<file path="src/rtl/lightcube8_ctrl.sv">
// 8x8x8 LED cube controller: UART frame receiver with echo, double-buffered
// frame store, walking-layer demo source and layer-multiplexed scan driver.
module lightcube8_ctrl #(
    parameter int unsigned CLK_FREQ      = 100_000_000,
    parameter int unsigned BAUD          = 115200,
    parameter int unsigned FRAME_TIMEOUT = 16384,
    parameter int unsigned LAYER_CLKS    = 12500,
    parameter int unsigned DEMO_CLKS     = 25_000_000
) (
    input  logic        clk,
    input  logic        resetn,
    input  logic [15:0] switch,
    input  logic        rx,
    output logic        tx,
    output logic [7:0]  high_csn,
    output logic [7:0]  row,
    output logic [7:0]  row_cs
);
    localparam int unsigned BIT_CLKS  = CLK_FREQ / BAUD;
    localparam int unsigned HALF_CLKS = BIT_CLKS / 2;
    localparam int unsigned BW = $clog2(BIT_CLKS);
    localparam int unsigned IW = $clog2(FRAME_TIMEOUT + 1);
    localparam int unsigned LW = $clog2(LAYER_CLKS);
    localparam int unsigned DW = $clog2(DEMO_CLKS);

    typedef enum logic [2:0] {
        RX_IDLE, RX_START, RX_DATA, RX_STOP, RX_WAIT_HIGH
    } rx_state_t;

    logic unused_switch;
    assign unused_switch = ^switch[15:1];

    logic rx_meta, rx_sync, rx_prev, mode_meta, mode_sync, mode_prev;
    always_ff @(posedge clk or negedge resetn) begin
        if (!resetn) begin
            rx_meta   <= 1'b1;
            rx_sync   <= 1'b1;
            rx_prev   <= 1'b1;
            mode_meta <= 1'b0;
            mode_sync <= 1'b0;
            mode_prev <= 1'b0;
        end else begin
            rx_meta   <= rx;
            rx_sync   <= rx_meta;
            rx_prev   <= rx_sync;
            mode_meta <= switch[0];
            mode_sync <= mode_meta;
            mode_prev <= mode_sync;
        end
    end

    rx_state_t     rx_state, rx_next;
    logic [BW-1:0] rx_cnt;
    logic [3:0]    rx_bit;
    logic [7:0]    rx_shift;
    logic          rx_half, rx_full, byte_valid;

    assign rx_half = (rx_cnt == BW'(HALF_CLKS - 1));
    assign rx_full = (rx_cnt == BW'(BIT_CLKS - 1));

    always_ff @(posedge clk or negedge resetn) begin
        if (!resetn) rx_state <= RX_IDLE;
        else         rx_state <= rx_next;
    end

    always_comb begin
        rx_next = rx_state;
        unique case (rx_state)
            RX_IDLE:      if (rx_prev && !rx_sync) rx_next = RX_START;
            RX_START:     if (rx_half) rx_next = rx_sync ? RX_IDLE : RX_DATA;
            RX_DATA:      if (rx_full && rx_bit == 4'd8) rx_next = RX_STOP;
            RX_STOP:      if (rx_full) rx_next = rx_sync ? RX_IDLE : RX_WAIT_HIGH;
            RX_WAIT_HIGH: if (rx_sync) rx_next = RX_IDLE;
            default:      rx_next = RX_IDLE;
        endcase
    end

    always_comb begin
        byte_valid = (rx_state == RX_STOP) && rx_full && rx_sync;
    end

    // Bit 8 is the extra slot: it advances rx_bit but is not shifted in.
    always_ff @(posedge clk or negedge resetn) begin
        if (!resetn) begin
            rx_cnt   <= '0;
            rx_bit   <= '0;
            rx_shift <= '0;
        end else begin
            if (rx_state == RX_IDLE || rx_state != rx_next || rx_full) rx_cnt <= '0;
            else rx_cnt <= rx_cnt + 1'b1;
            if (rx_state == RX_START) begin
                rx_bit <= '0;
            end else if (rx_state == RX_DATA && rx_full) begin
                rx_bit <= rx_bit + 1'b1;
                if (rx_bit < 4'd8) rx_shift <= {rx_sync, rx_shift[7:1]};
            end
        end
    end

    logic          tx_busy, tx_load, hold_valid;
    logic [10:0]   tx_shift;
    logic [BW-1:0] tx_cnt;
    logic [3:0]    tx_bits;
    logic [7:0]    hold_data, tx_load_data;

    always_comb begin
        tx_load      = 1'b0;
        tx_load_data = rx_shift;
        if (!tx_busy) begin
            if (hold_valid) begin
                tx_load      = 1'b1;
                tx_load_data = hold_data;
            end else if (byte_valid) begin
                tx_load = 1'b1;
            end
        end
    end

    // The shifter refills with ones, so its LSB idles high between frames.
    always_ff @(posedge clk or negedge resetn) begin
        if (!resetn) begin
            tx_shift   <= '1;
            tx_busy    <= 1'b0;
            tx_cnt     <= '0;
            tx_bits    <= '0;
            hold_valid <= 1'b0;
            hold_data  <= '0;
        end else begin
            if (tx_load) begin
                tx_shift <= {1'b1, tx_load_data[0], tx_load_data, 1'b0};
                tx_busy  <= 1'b1;
                tx_cnt   <= '0;
                tx_bits  <= '0;
            end else if (tx_busy) begin
                if (tx_cnt == BW'(BIT_CLKS - 1)) begin
                    tx_cnt   <= '0;
                    tx_shift <= {1'b1, tx_shift[10:1]};
                    if (tx_bits == 4'd10) tx_busy <= 1'b0;
                    else                  tx_bits <= tx_bits + 1'b1;
                end else begin
                    tx_cnt <= tx_cnt + 1'b1;
                end
            end
            if (!tx_busy && hold_valid) begin
                hold_valid <= byte_valid;
                if (byte_valid) hold_data <= rx_shift;
            end else if (byte_valid && !tx_load && !hold_valid) begin
                hold_valid <= 1'b1;
                hold_data  <= rx_shift;
            end
        end
    end

    assign tx = tx_shift[0];

    logic [7:0]    frame_buf [2][64];
    logic [5:0]    byte_idx;
    logic          wr_sel, swap_pend, mode_change;
    logic [IW-1:0] idle_cnt;

    assign mode_change = mode_sync ^ mode_prev;

    always_ff @(posedge clk or negedge resetn) begin
        if (!resetn) begin
            for (int unsigned b = 0; b < 2; b++)
                for (int unsigned a = 0; a < 64; a++)
                    frame_buf[b][a] <= '0;
            byte_idx  <= '0;
            wr_sel    <= 1'b0;
            swap_pend <= 1'b0;
            idle_cnt  <= '0;
        end else begin
            swap_pend <= 1'b0;
            if (swap_pend) wr_sel <= ~wr_sel;
            if (byte_valid) idle_cnt <= '0;
            else if (idle_cnt != IW'(FRAME_TIMEOUT)) idle_cnt <= idle_cnt + 1'b1;
            if (mode_change || !mode_sync) begin
                byte_idx <= '0;
            end else if (byte_valid) begin
                frame_buf[wr_sel][byte_idx] <= rx_shift;
                byte_idx <= byte_idx + 1'b1;
                if (byte_idx == 6'd63) swap_pend <= 1'b1;
            end else if (idle_cnt == IW'(FRAME_TIMEOUT) && byte_idx != '0) begin
                byte_idx <= '0;
            end
        end
    end

    logic [DW-1:0] demo_cnt;
    logic [2:0]    demo_step;
    always_ff @(posedge clk or negedge resetn) begin
        if (!resetn) begin
            demo_cnt  <= '0;
            demo_step <= '0;
        end else if (demo_cnt == DW'(DEMO_CLKS - 1)) begin
            demo_cnt  <= '0;
            demo_step <= demo_step + 1'b1;
        end else begin
            demo_cnt <= demo_cnt + 1'b1;
        end
    end

    logic [LW-1:0] slot_t;
    logic [2:0]    layer;
    logic [7:0]    slot_rows [8];

    // Rows of the whole layer are captured at t=0 so a swap cannot tear a layer.
    always_ff @(posedge clk or negedge resetn) begin
        if (!resetn) begin
            slot_t <= '0;
            layer  <= '0;
            for (int unsigned r = 0; r < 8; r++) slot_rows[r] <= '0;
        end else begin
            if (slot_t == LW'(LAYER_CLKS - 1)) begin
                slot_t <= '0;
                layer  <= layer + 1'b1;
            end else begin
                slot_t <= slot_t + 1'b1;
            end
            if (slot_t == '0) begin
                for (int unsigned r = 0; r < 8; r++)
                    slot_rows[r] <= mode_sync ? frame_buf[~wr_sel][{layer, 3'(r)}]
                                              : ((layer == demo_step) ? 8'hFF : 8'h00);
            end
        end
    end

    logic [7:0] csn_d, row_d, cs_d;
    logic [2:0] r_idx;
    always_comb begin
        csn_d = 8'hFF;
        row_d = '0;
        cs_d  = '0;
        r_idx = 3'((slot_t - LW'(1)) >> 1);
        if (slot_t >= LW'(1) && slot_t <= LW'(16)) begin
            row_d = slot_rows[r_idx];
            if (slot_t[0]) cs_d = 8'h01 << r_idx;
        end else if (slot_t >= LW'(17)) begin
            csn_d = ~(8'h01 << layer);
        end
    end

    always_ff @(posedge clk or negedge resetn) begin
        if (!resetn) begin
            high_csn <= 8'hFF;
            row      <= '0;
            row_cs   <= '0;
        end else begin
            high_csn <= csn_d;
            row      <= row_d;
            row_cs   <= cs_d;
        end
    end

endmodule

</file>
<file path="config.mk">
export PLATFORM = sky130hd
export DESIGN_NAME = lightcube8_ctrl
export DESIGN_NICKNAME = d
export VERILOG_FILES = /design/src/rtl/lightcube8_ctrl.sv
export SDC_FILE = /design/constraint.sdc
export NUM_CORES = 2
export LEC_CHECK = 0
export BUFFER_PORTS_ARGS = -buffer_cell sky130_fd_sc_hd__buf_2
export CAP_MARGIN = 20
export CORE_MARGIN = 8
export CORE_UTILIZATION = 55
export CTS_BUF_LIST = sky130_fd_sc_hd__clkbuf_2 sky130_fd_sc_hd__clkbuf_4 sky130_fd_sc_hd__clkbuf_8
export CTS_CLUSTER_DIAMETER = 30
export CTS_CLUSTER_SIZE = 40
export DETAILED_ROUTE_END_ITERATION = 8
export GPL_TIMING_DRIVEN = 0
export PLACE_DENSITY = 0.8
export SKIP_LAST_GASP = 1
export SYNTH_ARGS = -nofsm -noshare
export SYNTH_HDL_FRONTEND = slang
export SYNTH_SLANG_ARGS = --single-unit
</file>
<file path="constraint.sdc">
create_clock -name clk -period 4.5 [get_ports clk]
set_clock_uncertainty 0.1 [all_clocks]
set_input_delay 0.45 -clock clk [delete_from_list [all_inputs] [get_ports clk]]
set_output_delay 0.45 -clock clk [all_outputs]
set_load 0.1 [all_outputs]
</file>
==> impl_summary.txt <==
----------------------------------------------------
[Floorplanning]
  Ports ... 44
  Floorplan row count ... 118
  Core area ... 103000 um^2
  Height of the die ... 339 um
  Starting utilization of the core area ... 0.554
  Horizontal die dimension ... 339 um
  Overall die area ... 115000 um^2

[STA]
  Final period utilization ... 1.02
  Max transition margin ... 0.0774
  Setup repair after global routing missed its margin ... false
  Total negative setup slack ... -0.182 ns
  Post-route minimum period ... 4.59 ns
  Number of failing hold endpoints at the final stage ... 0
  Final setup violation count ... 5
  Worst Setup Slack, final ... -0.0857 ns
  Tightest hold margin ... 0.00367 ns
  Actual transition at the worst max-transition pin ... 1.38 ns
  Max-slew violation count ... 0
  Max Freq ... 218 MHz

[GRT]
  Initial antenna violation count ... 37
  Maximum number of pins on one net before global-route repair ... 178
  Total global routing overflow ... 0
  Number of global-route vias before repair ... 41992
  Wire length of the first global-routing pass ... 307000 um
  Gr usage total ... 0.375

[Run status]
  Status ... finished with violations
  Failing checks ... setup timing

[Placed design]
  Number of placed instances with taps included ... 5700
  Placed wire-length estimate after detailed placement ... 150000 um
  Placed Instance Area ... 60200 um^2
  Routability-driven placement congestion ratio ... 1.07
  Count of buffers from port buffering ... 28

[Setup path]
  Critical path class ... register to register
  Crit. Startpoint ... wr_sel
  Sort of element at the start of the critical path ... register
  CP max FO ... 10
  Endpoint type of the worst setup path ... register
  Req. time, crit path ... 5.28 ns
  Crit path DAT ... 5.36 ns
  Endpoint of the most critical setup path ... slot_rows[25]
  R2R Path Start ... wr_sel
  Worst-case register-to-register setup slack ... -0.09 ns
  R2r endpoint ... slot_rows[25]
  Worst reg2reg path depth ... 8

[Power and ir drop]
  Peak VDD IR ... 0.302 mV
  Total power consumption of the routed design ... 24.4 mW
  Leakage power total ... 30.2 nW
  Total power divided by cell area ... 367 nW/um^2

[Final layout]
  Final non-filler cell area ... 66300 um^2
  Layout cells sized above 1 ... 0.382
  Relative area change from synthesis to final layout ... 15.9%
  Final Net Count ... 4625
  Count of non-filler cells in the finished layout ... 6209

[Detailed routing]
  Final routed wirelength across all metal layers ... 219000 um
  Pre-Repair DR Iteration Count ... 8
  Detailed-route vias per instance ... 6.82
  Routed len/inst ... 35.3 um
  Total number of vias ... 42374
  DRC viols ... 0
  Count of routing violations after the opening detailed-route iteration ... 6095
  Antenna-violating nets left ... 0

[Synthesis]
  Primary FF master, synth ... sky130_fd_sc_hd__dfrtp_1
  Leading cell types by total area after synthesis ... sky130_fd_sc_hd__dfrtp_1 54%, sky130_fd_sc_hd__mux2_2 20%, sky130_fd_sc_hd__mux4_2 5.7%
  Biggest area consumer among synthesized cells ... sky130_fd_sc_hd__dfrtp_1
  Top cell types by occurrence after synthesis ... 1224 x sky130_fd_sc_hd__dfrtp_1, 1033 x sky130_fd_sc_hd__mux2_2, 261 x sky130_fd_sc_hd__clkbuf_1
  Ys async rst share ... 1.00
  Synth Area per Inst ... 13.5 um^2
  Post-synth cell types ... 68
  Share of the yosys chip area belonging to registers ... 0.545
  Number of synthesized register bits ... 1245
  Syn_nets ... 4266
  Post-Syn Instances ... 4224
  Count of flip-flops with a built-in enable after synthesis ... 0
  Post-synth design cell area ... 57200 um^2
  Total of warnings raised by yosys ... 0
  Most common cell in the synthesized netlist ... sky130_fd_sc_hd__dfrtp_1
  Area share of the leading cell type in the synthesized netlist ... 0.535

[Clock tree]
  Maximum level of the CTS H-tree ... 4
  Clock transition at the registers of the reported paths ... 0.06 ns
  Max Buffers Root-to-Sink ... 3
  Clock tree from TritonCTS ... built
  Total number of clock tree sinks ... 1245
  Skew-Pair Late Insertion Delay ... 0.96 ns
  Clock buffer count from CTS ... 230
  CTS root buf ... sky130_fd_sc_hd__clkbuf_8

[Worst hold path]
  Min-delay worst type ... primary input to asynchronous set/reset pin

[Flow run]
  Max Cap Violations ... 0

----------------------------------------------------
==> flip-flops by register name, summed over array words and instances (netlist names), 10 cells and up <==
name       cells
tx_cnt        10
tx_shift      10
idle_cnt      15
rx_cnt        10
demo_cnt      25
slot_t        14
slot_rows     64
frame_buf   1024
==> kinds of logic (layout without fill, tap and decap cells) <==
family          after synthesis  count (layout)  share of synthesized area
compound gates              405             405                     0.0529
xor+xnor                     66              66                     0.0101
fa+ha+maj                    23              23                    0.00503
buf+inv                     329             894                     0.0222
flops                      1245            1245                      0.545
mux                        1327            1327                      0.286
other cells                   0              40                          0
simple gates                829             829                     0.0786
==> metal layers <==
metal / routed length [um] / GRT usage
met3: 30200 / 0.165
met1: 77400 / 0.460
met2: 90500 / 0.514
met5: 96 / 0.00127
met4: 20900 / 0.294
==> worst min path at each step <==
stage / from / end / slack (ns) / depth (start not counted)
floorplan: resetn / byte_idx[0] / 0.05 / 0
global placement: mode_meta / mode_sync / 0.24 / 0
detailed placement: mode_meta / mode_sync / 0.24 / 0
CTS: resetn / frame_buf[106] / 0.004 / 2
global route: resetn / frame_buf[106] / 0.05 / 2
finish: resetn / demo_cnt[17] / 0.004 / 2
==> layout make-up <==
class / count / area (um^2)
well taps: 1380 / 1730
diodes: 40 / 100
inverters: 25 / 93.8
multi-input cells: 2650 / 24800
fillers: 7659 / 37000
plain buffers: 304 / 1210
flip-flops and latches: 1245 / 31200
clock buffers: 279 / 3710
repair buffers: 127 / 1660
clock inverters: 159 / 1800
==> what timing repair did <==
| item | in CTS | in global routing |
|---|---|---|
| pin swaps | 2 | 3 |
| gates resized for setup | 1 | 10 |
| setup endpoints to repair | 18 | 263 |
| hold buffers | 4 | 0 |
| buffers inserted | 1 | 5 |
| hold endpoints to repair | 299 | 0 |
==> worst max-delay path: stages (launching register included) <==
cell and delay [ns]:
sky130_fd_sc_hd__dfrtp_1 0.32, sky130_fd_sc_hd__clkbuf_1 0.21, sky130_fd_sc_hd__clkbuf_1 0.61, sky130_fd_sc_hd__clkbuf_1 0.55, sky130_fd_sc_hd__clkbuf_2 0.57, sky130_fd_sc_hd__clkbuf_1 0.94
sky130_fd_sc_hd__a211oi_1 0.18, sky130_fd_sc_hd__nor4_1 0.75, sky130_fd_sc_hd__o32a_1 0.26
==> report_power, final <==
| part | leakage (nW) | internal [mW] | total, mW | switching (mW) |
|---|---|---|---|---|
| Combinational | 10.6 | 0.0560 | 0.339 | 0.283 |
| Sequential | 16.9 | 11.2 | 11.2 | 0.0244 |
| Clock | 2.71 | 7.22 | 12.8 | 5.56 |
| Total | 30.2 | 18.5 | 24.4 | 5.87 |
==> cells in the final DEF, fill, tap and decap left out, types with 34 or more instances in the layout <==
| master | instances |
|---|---|
| sky130_fd_sc_hd__clkinv_2 | 36 |
| sky130_fd_sc_hd__clkinvlp_4 | 47 |
| sky130_fd_sc_hd__nor4_1 | 85 |
| sky130_fd_sc_hd__mux2i_1 | 139 |
| sky130_fd_sc_hd__a22o_1 | 66 |
| sky130_fd_sc_hd__clkbuf_8 | 259 |
| sky130_fd_sc_hd__a21oi_1 | 79 |
| sky130_fd_sc_hd__nor2_1 | 152 |
| sky130_fd_sc_hd__nor2b_1 | 141 |
| sky130_fd_sc_hd__mux4_2 | 144 |
| sky130_fd_sc_hd__xor2_1 | 34 |
| sky130_fd_sc_hd__nand3_1 | 43 |
| sky130_fd_sc_hd__mux2_2 | 1033 |
| sky130_fd_sc_hd__buf_2 | 36 |
| sky130_fd_sc_hd__a211oi_1 | 131 |
| sky130_fd_sc_hd__clkbuf_1 | 244 |
| sky130_fd_sc_hd__dfrtp_1 | 1224 |
| sky130_fd_sc_hd__diode_2 | 40 |
| sky130_fd_sc_hd__nand2_1 | 239 |
| sky130_fd_sc_hd__o32a_1 | 64 |
| sky130_fd_sc_hd__buf_8 | 57 |
==> stage by stage <==
stage	setup WS (ns)	util
after global routing	0.0404	0.641
after floorplan	1.40	-
after CTS	0.000661	0.637
after detailed placement	-0.0672	0.583
after global placement	-24.09	0.572
final	-0.0857	0.642
(Power assumes the default switching activity.)
